## src/rtl/tt_scanner.sv

```systemverilog
// Truth-table scanner: steps X_out through 0..15, DWELL cycles per value, capturing Y_in and counting mismatches against EXP.
// Latency: done pulses in the cycle after edge E0+16*DWELL (E0 = edge that accepts start); all outputs registered.
module tt_scanner #(
   parameter int unsigned DWELL = 4,
   parameter logic [63:0] EXP   = 64'h0
) (
   input  logic        clk,
   input  logic        rst_n,
   input  logic        start,
   output logic [3:0]  X_out,
   input  logic [3:0]  Y_in,
   output logic        busy,
   output logic        done,
   output logic [63:0] tt,
   output logic [4:0]  err_cnt,
   output logic        err
);

   localparam int unsigned   CW       = (DWELL > 1) ? $clog2(DWELL) : 1;
   localparam logic [CW-1:0] CNT_LAST = CW'(DWELL - 1);

   typedef enum logic [1:0] {
      IDLE = 2'd0,
      RUN  = 2'd1,
      FIN  = 2'd2
   } state_t;

   state_t        state_q, state_d;
   logic [CW-1:0] cnt_q, cnt_d;
   logic [3:0]    x_q, x_d;
   logic          busy_q, busy_d;
   logic          done_q, done_d;
   logic [63:0]   tt_q, tt_d;
   logic [4:0]    err_cnt_q, err_cnt_d;
   logic          err_q, err_d;
   logic [3:0]    exp_y;
   logic          sample;

   always_comb begin
      exp_y = '0;
      for (int k = 0; k < 4; k++) begin
         exp_y[k] = EXP[{2'(k), x_q}];
      end
      sample = (state_q == RUN) && (cnt_q == CNT_LAST);

      state_d   = state_q;
      cnt_d     = cnt_q;
      x_d       = x_q;
      busy_d    = busy_q;
      done_d    = 1'b0;
      tt_d      = tt_q;
      err_cnt_d = err_cnt_q;

      case (state_q)
         IDLE: begin
            if (start) begin
               state_d   = RUN;
               tt_d      = '0;
               err_cnt_d = '0;
               x_d       = 4'd0;
               cnt_d     = '0;
               busy_d    = 1'b1;
            end
         end
         RUN: begin
            if (sample) begin
               for (int k = 0; k < 4; k++) begin
                  tt_d[{2'(k), x_q}] = Y_in[k];
               end
               if (Y_in != exp_y) begin
                  err_cnt_d = err_cnt_q + 5'd1;
               end
               cnt_d = '0;
               if (x_q == 4'd15) begin
                  state_d = FIN;
                  busy_d  = 1'b0;
                  done_d  = 1'b1;
                  x_d     = 4'd0;
               end else begin
                  x_d = x_q + 4'd1;
               end
            end else begin
               cnt_d = cnt_q + 1'b1;
            end
         end
         FIN: begin
            state_d = IDLE;
         end
         default: begin
            state_d = IDLE;
         end
      endcase

      // err tracks the count that will be registered this edge, so it lines up with err_cnt.
      err_d = (err_cnt_d != 5'd0);
   end

   always_ff @(posedge clk) begin
      if (!rst_n) begin
         state_q   <= IDLE;
         cnt_q     <= '0;
         x_q       <= 4'd0;
         busy_q    <= 1'b0;
         done_q    <= 1'b0;
         tt_q      <= '0;
         err_cnt_q <= '0;
         err_q     <= 1'b0;
      end else begin
         state_q   <= state_d;
         cnt_q     <= cnt_d;
         x_q       <= x_d;
         busy_q    <= busy_d;
         done_q    <= done_d;
         tt_q      <= tt_d;
         err_cnt_q <= err_cnt_d;
         err_q     <= err_d;
      end
   end

   assign X_out   = x_q;
   assign busy    = busy_q;
   assign done    = done_q;
   assign tt      = tt_q;
   assign err_cnt = err_cnt_q;
   assign err     = err_q;

endmodule

```

## config.mk

```make
export PLATFORM = sky130hd
export DESIGN_NAME = tt_scanner
export DESIGN_NICKNAME = d
export VERILOG_FILES = /design/src/rtl/tt_scanner.sv
export SDC_FILE = /design/constraint.sdc
export NUM_CORES = 1
export LEC_CHECK = 0
export ABC_AREA = 1
export ABC_CLOCK_PERIOD_IN_PS = 1500
export CELL_PAD_IN_SITES_DETAIL_PLACEMENT = 1
export CELL_PAD_IN_SITES_GLOBAL_PLACEMENT = 2
export CORE_MARGIN = 1.5
export CORE_UTILIZATION = 24
export CTS_CLUSTER_SIZE = 8
export DETAILED_ROUTE_END_ITERATION = 12
export PLACE_DENSITY_LB_ADDON = 0.1
export SYNTH_ARGS = -nofsm -noshare
export SYNTH_HDL_FRONTEND = slang
export SYNTH_SLANG_ARGS = --single-unit
```

## constraint.sdc

```tcl
create_clock -name clk -period 1.5 [get_ports clk]
set_clock_uncertainty 0.15 [all_clocks]
set_input_delay 0.225 -clock clk [delete_from_list [all_inputs] [get_ports clk]]
set_output_delay 0.225 -clock clk [all_outputs]
set_load 0.03 [all_outputs]
```

# [After elaboration in Yosys (flattened, before gate mapping)]
# Memory sizes are Yosys's and may differ from the RTL's. A register that Yosys moved wholly into a read port is not among the register bits.
# Cells that the tools add are included.
[word_totals] ff_bits=80 mem_bits_ro=16 input_bits=7 out_inout_bits=76 mem_count=1
[classes] addsub=3 magnitude_cmp=8 n_eq_ne=7 mux=41 reduce_logical=13
[memory_table] memory="(no name shown)" words=16 word_bits=1 read_ports=1 rd_clocked_by_memory_dff=1 wr=0 line_no="42" rtl="exp_y[k] = EXP[{2'(k), x_q}];"
[op_table] op="64-bit bitwise mux" n=4
[op_table] op="64-bit two-way mux" n=2
[op_table] op="64-bit one-hot mux with 2 select lines" n=1
[op_table] op="4-bit two-way mux" n=5
[op_table] op="1-bit demux with 4-bit select" n=4
[op_table] op="5-bit two-way mux" n=3
[op_table] op="6-bit by 7-bit less-than comparator with 1-bit output (second input constant)" n=2
[op_table] op="6-bit by 1-bit greater-or-equal comparator with 1-bit output (second input constant)" n=2
[op_table] op="1-bit two-way mux" n=12
[op_table] op="2-bit two-way mux" n=5
[op_table] op="5-bit one-hot mux with 2 select lines" n=1
[op_table] op="3-bit AND reduction" n=3
[op_table] op="2-bit one-hot mux with 2 select lines" n=2
[op_table] op="4-bit one-hot mux with 2 select lines" n=1
[op_table] op="4-bit by 7-bit less-than comparator with 1-bit output (second input constant)" n=1
[op_table] op="5-bit by 7-bit less-than comparator with 1-bit output (second input constant)" n=1
[op_table] op="5-bit by 1-bit adder with 5-bit output (second input constant)" n=1
[op_table] op="5-bit by 1-bit greater-or-equal comparator with 1-bit output (second input constant)" n=1
[op_table] op="1-bit logical AND" n=5
[op_table] op="5-bit nonzero test" n=1
[op_table] op="4-bit by 1-bit adder with 4-bit output (second input constant)" n=1
[op_table] op="4-bit == test (second input constant)" n=1
[op_table] op="4-bit by 1-bit greater-or-equal comparator with 1-bit output (second input constant)" n=1
[op_table] op="2-bit != test (second input constant)" n=2
[op_table] op="other kinds (10)" n=10

# [Depth between registers and ports, before layout]
# Gate-level depths: netlist (run 1).
[depth] ltp_word=10 ltp_mapped=11

# [Worst setup path after synthesis (run 1)]
# Ideal clock, no wire load.
[synth_timing] path_kind="register to register" from="register x_q[0] (netlist: X_out[0])" to="register tt_q[52] (netlist: tt[52])" setup_time_ps=70 t_arrival_ps=1480 required_time_ps=1280 slack_ps=-201 path_stages_with_launch=8 period_less_slack_ps=1701 path_cell_list="dfxtp_1 inv_1 ha_1 inv_1 nor2_1 a21oi_1 nand2_1 a21oi_1"
[synth_via] elab_chain_len=7 word_cells_on_any_way=8 classes_between="order compare (2); mux (5); reduce/logical (1)"
[synth_rtl] element="start, declared" line_no="30" rtl="logic [3:0] x_q, x_d;"
[synth_rtl] element="start signal, assigned" line_no="102" rtl="x_q <= 4'd0;"
[synth_rtl] element="start signal, assigned" line_no="111" rtl="x_q <= x_d;"
[synth_rtl] element="6-bit by 7-bit less-than comparator with 1-bit output (not written as such) / 6-bit by 1-bit greater-or-equal comparator with 1-bit output (equally long branches)" line_no="68" rtl="tt_d[{2'(k), x_q}] = Y_in[k];"
[synth_rtl] element="1-bit logical AND (not written as such)" line_no="68"
[synth_rtl] element="1-bit two-way mux (not written as such)" line_no="68"
[synth_rtl] element="1-bit demux with 4-bit select (*)" line_no="68"
[synth_rtl] element="64-bit bitwise mux (*)" line_no="68"
[synth_rtl] element="64-bit two-way mux (*)" line_no="66" rtl="if (sample) begin"
[synth_rtl] element="64-bit one-hot mux with 2 select lines (*)" line_no="54" rtl="case (state_q)"
[synth_rtl] element="end signal, assigned" line_no="114" rtl="tt_q <= tt_d;"
[synth_rtl] element="end, declared" line_no="33" rtl="logic [63:0] tt_q, tt_d;"
# Every way passes the cells marked *; elsewhere a longest branch is shown, timed or not. The select of a mux whose other input is x is not followed.
# A chain may end at the register's enable or synchronous reset.

# [Worst setup path after layout (run 1)]
[layout_timing] from="register cnt_q[1]" to="register err_q (netlist: err)"
[layout_via] elab_chain_len=5
[layout_rtl] element="start, declared" line_no="29" rtl="logic [CW-1:0] cnt_q, cnt_d;"
[layout_rtl] element="start signal, assigned" line_no="110" rtl="cnt_q <= cnt_d;"
[layout_rtl] element="2-bit == test" line_no="44" rtl="sample = (state_q == RUN) && (cnt_q == CNT_LAST);"
[layout_rtl] element="1-bit logical AND" line_no="44"
[layout_rtl] element="5-bit two-way mux" line_no="66"
[layout_rtl] element="5-bit one-hot mux with 2 select lines" line_no="54"
[layout_rtl] element="5-bit nonzero test" line_no="95" rtl="err_d = (err_cnt_d != 5'd0);"
[layout_rtl] element="end signal, assigned" line_no="116" rtl="err_q <= err_d;"
[layout_rtl] element="end, declared" line_no="35" rtl="logic err_q, err_d;"
# Every way passes these cells.

==> flow_summary.toml, run 1 <==
[outcome]
status = "finished, violations left"
violations = "setup timing"

[floorplan]
pin_count = 83
start_util_pct = 24.91
core_area_mm2 = 0.01345
die_w_um = 121.2
rows = 42
fp.dieH_um = 121.2
die_area_mm2 = 0.01468

[clock_tree]
cts.reportedPaths.clkPinSlew_ns = 0.06
cts_buffers = 9
cts-root-buf = "clkbuf_16"
cts_hold_buf = 0
clock_path_buffers = 2
clock_latency_ns = 0.34
cts_max_level = 3
cts_tree = "built"
clock-sinks = 80

[detailed_routing]
routed_wirelength_um = 12780
drt.antenna.violating_nets = 0
drc = 0
wl_per_cell_um = 15.78
route.vias.total = 3669
initialDrtViolationCount = 122
via_per_inst = 4.530
drt-pass1-iter-count = 4

[sta]
slew_viol_final = 0
hold_viol = 0
holdWs_ns = 0.3094
clock.fmax_ghz = 0.6219
rsz0062_at_grt = "true"
slew_headroom_pct = 54.15
period_share_pct = 107.2
layout_setup_ws_ns = -0.1080
tns_ns = -3.371
finalCriticalPeriod_ns = 1.608
tightest_slew_ns = 0.6878
finalSetupViolations = 64

[final_layout]
fillCellCount = 1571
final_cell_mix = "nand2_1, buf_4, dfxtp_1, a21oi_2, nand2_2"
antenna-diode-count = 0
seqCellArea_mm2 = 0.001619
drive_gt1_share_pct = 57.10
multi_input_area_mm2 = 0.002475
layout.nets = 642
syn_to_final_growth_pct = 94.66

[power_and_ir_drop]
irDropWorstVdd_v = 0.0004831
p_leak_uw = 0.002894
power_density_mw_per_mm2 = 768.4

[worst_setup_path]
path_class = "reg2reg"
critPathMaxFanout = 5
timing.rr.start = "cnt_q[1]"
arrival_ns = 1.69
start_kind = "register"
end_kind = "register"
worstPathRequired_ns = 1.58
critPathLaunch = "cnt_q[1]"

[placement]
dp_hpwl_um = 8534
preCtsSetupSlack_ns = -0.3957
gp_congestion = 0.7614
portBuffers = 82

[grt]
grt_pass1_vias = 3852
grt.total_usage_pct = 17.98
grt_max_degree = 42
grt_pass1_wl_um = 20240
grt_antenna_before_repair = 0
grt_overflow = 0

[yosys]
syn_area_per_cell_um2 = 7.253
seq_area_frac_synth_pct = 47.80
synth.distinct_cells = 25
synth_fp_nets = 475
ys_seq_elements = 80
synth_area_mm2 = 0.003351
syn_inst = 462
yosysWarnings = 0

[hold_path]
hold_class = "reg2reg"
holdCritStartpoint = "tt[58]"

[flow_run]
drv_cap = 0
[worst max-delay path, stage by stage (launching register included)]
cell and delay, ns:
dfxtp_2 0.36, ha_4 0.15, inv_4 0.04, nor2_8 0.11, buf_12 0.13, nand2_4 0.07, nor2_4 0.10, nand2_1 0.05
nand3_1 0.08, o21ai_1 0.08, nand2_1 0.09, nand3_1 0.08
[metal layers]
metal / wire length (µm) / global-route usage (%) / up-vias
li1: - / - / 1828
met5: 0 / 0 / -
met1: 5807 / 23.02 / 1768
met2: 6407 / 29.94 / 61
met3: 416 / 3.618 / 12
met4: 151 / 6.544 / 0
[synth_stat cells]
cell / n / area [µm²]
buf_2: 4 / 20.02
inv_2: 3 / 11.26
nand2_2: 2 / 12.51
inv_4: 2 / 12.51
buf_4: 3 / 22.52
dfxtp_1: 80 / 1602
buf_1: 1 / 3.750
inv_1: 40 / 150.1
clkinv_1: 1 / 3.750
nor2_1: 32 / 120.1
nor2_4: 1 / 11.26
a21oi_1: 63 / 315.3
nand2_1: 149 / 559.3
nand3_1: 39 / 195.2
ha_1: 6 / 75.07
buf_6: 4 / 45.04
clkbuf_1: 4 / 15.01
nor3_1: 2 / 10.01
nor2_2: 1 / 6.260
o21ai_0: 12 / 60.06
nor2_8: 1 / 20.02
o21ai_1: 6 / 30.03
o31ai_1: 2 / 15.01
nand4_1: 2 / 12.51
nand2_4: 2 / 22.52
[logic make-up (layout without fill, tap and decap cells)]
group	after synthesis	count (layout)	synth area share [%]
DFF	80	80	47.80
buffers and inverters	62	234	8.476
adders and majority gates	6	6	2.240
AOI/OAI and AO/OA	83	83	12.55
and+or+nand+nor	231	231	28.94
[flip-flops by register name, indices dropped and copies added (netlist names)]
| name | flops |
|---|---|
| X_out | 4 |
| busy | 1 |
| cnt_q | 2 |
| done | 1 |
| err | 1 |
| err_cnt | 5 |
| state_q | 2 |
| tt | 64 |
[where the power goes]
| part | switching, µW | leakage [µW] | internal, µW |
|---|---|---|---|
| Sequential | 16.1 | 0.000650 | 2140 |
| Clock | 982 | 0.000138 | 1190 |
| Combinational | 399 | 0.00211 | 289 |
| Total | 1400 | 0.00289 | 3610 |
[repair_timing]
item | 4_1_cts | 5_1_grt
gates cloned | 2 | 0
pin swaps | 55 | 55
buffers inserted | 19 | 10
resized for setup | 257 | 189
endpoints found under the setup margin | 137 | 105
[stage by stage]
step           total power [µW]  area [µm²]  instances  utilization [%]
2_1_floorplan              2411        3369        462                -
3_3_place_gp               2614        4952        772            36.81
3_5_place_dp               2620        4952        772            36.81
4_1_cts                    4993        5971        805            44.38
5_1_grt                    5223        6523        810            48.48
6_report                   5012        6523        810            48.48
[area by class of cell]
class / count / share of cell area [%]
clock buffers: 10 / 3.664
clock inverters: 6 / 0.7673
inverters: 46 / 3.491
multi-input cells: 320 / 37.94
flip-flops and latches: 80 / 24.82
well taps: 176 / 3.376
repair buffers: 172 / 25.94
[worst paths after layout]
path | end | slack (ns) | depth (start not counted)
setup / recovery | err | -0.11 | 11
hold / removal | tt[58] | 0.31 | 2
setup reg to reg | err | -0.11 | 11
hold reg to reg | tt[58] | 0.31 | 2
Power figures use the tool's default switching activity.
==> run 2: changes to the inputs <==
Settings changed: SLEW_MARGIN set to 20.
==> results of run 2 <==
The final DEF is identical to that of run 1; final timing and power are the same.
==> run 3: changes to the inputs <==
Settings changed: HOLD_SLACK_MARGIN set to 0.03.
==> results of run 3 <==
The final DEF is identical to that of run 1; final timing and power are the same.
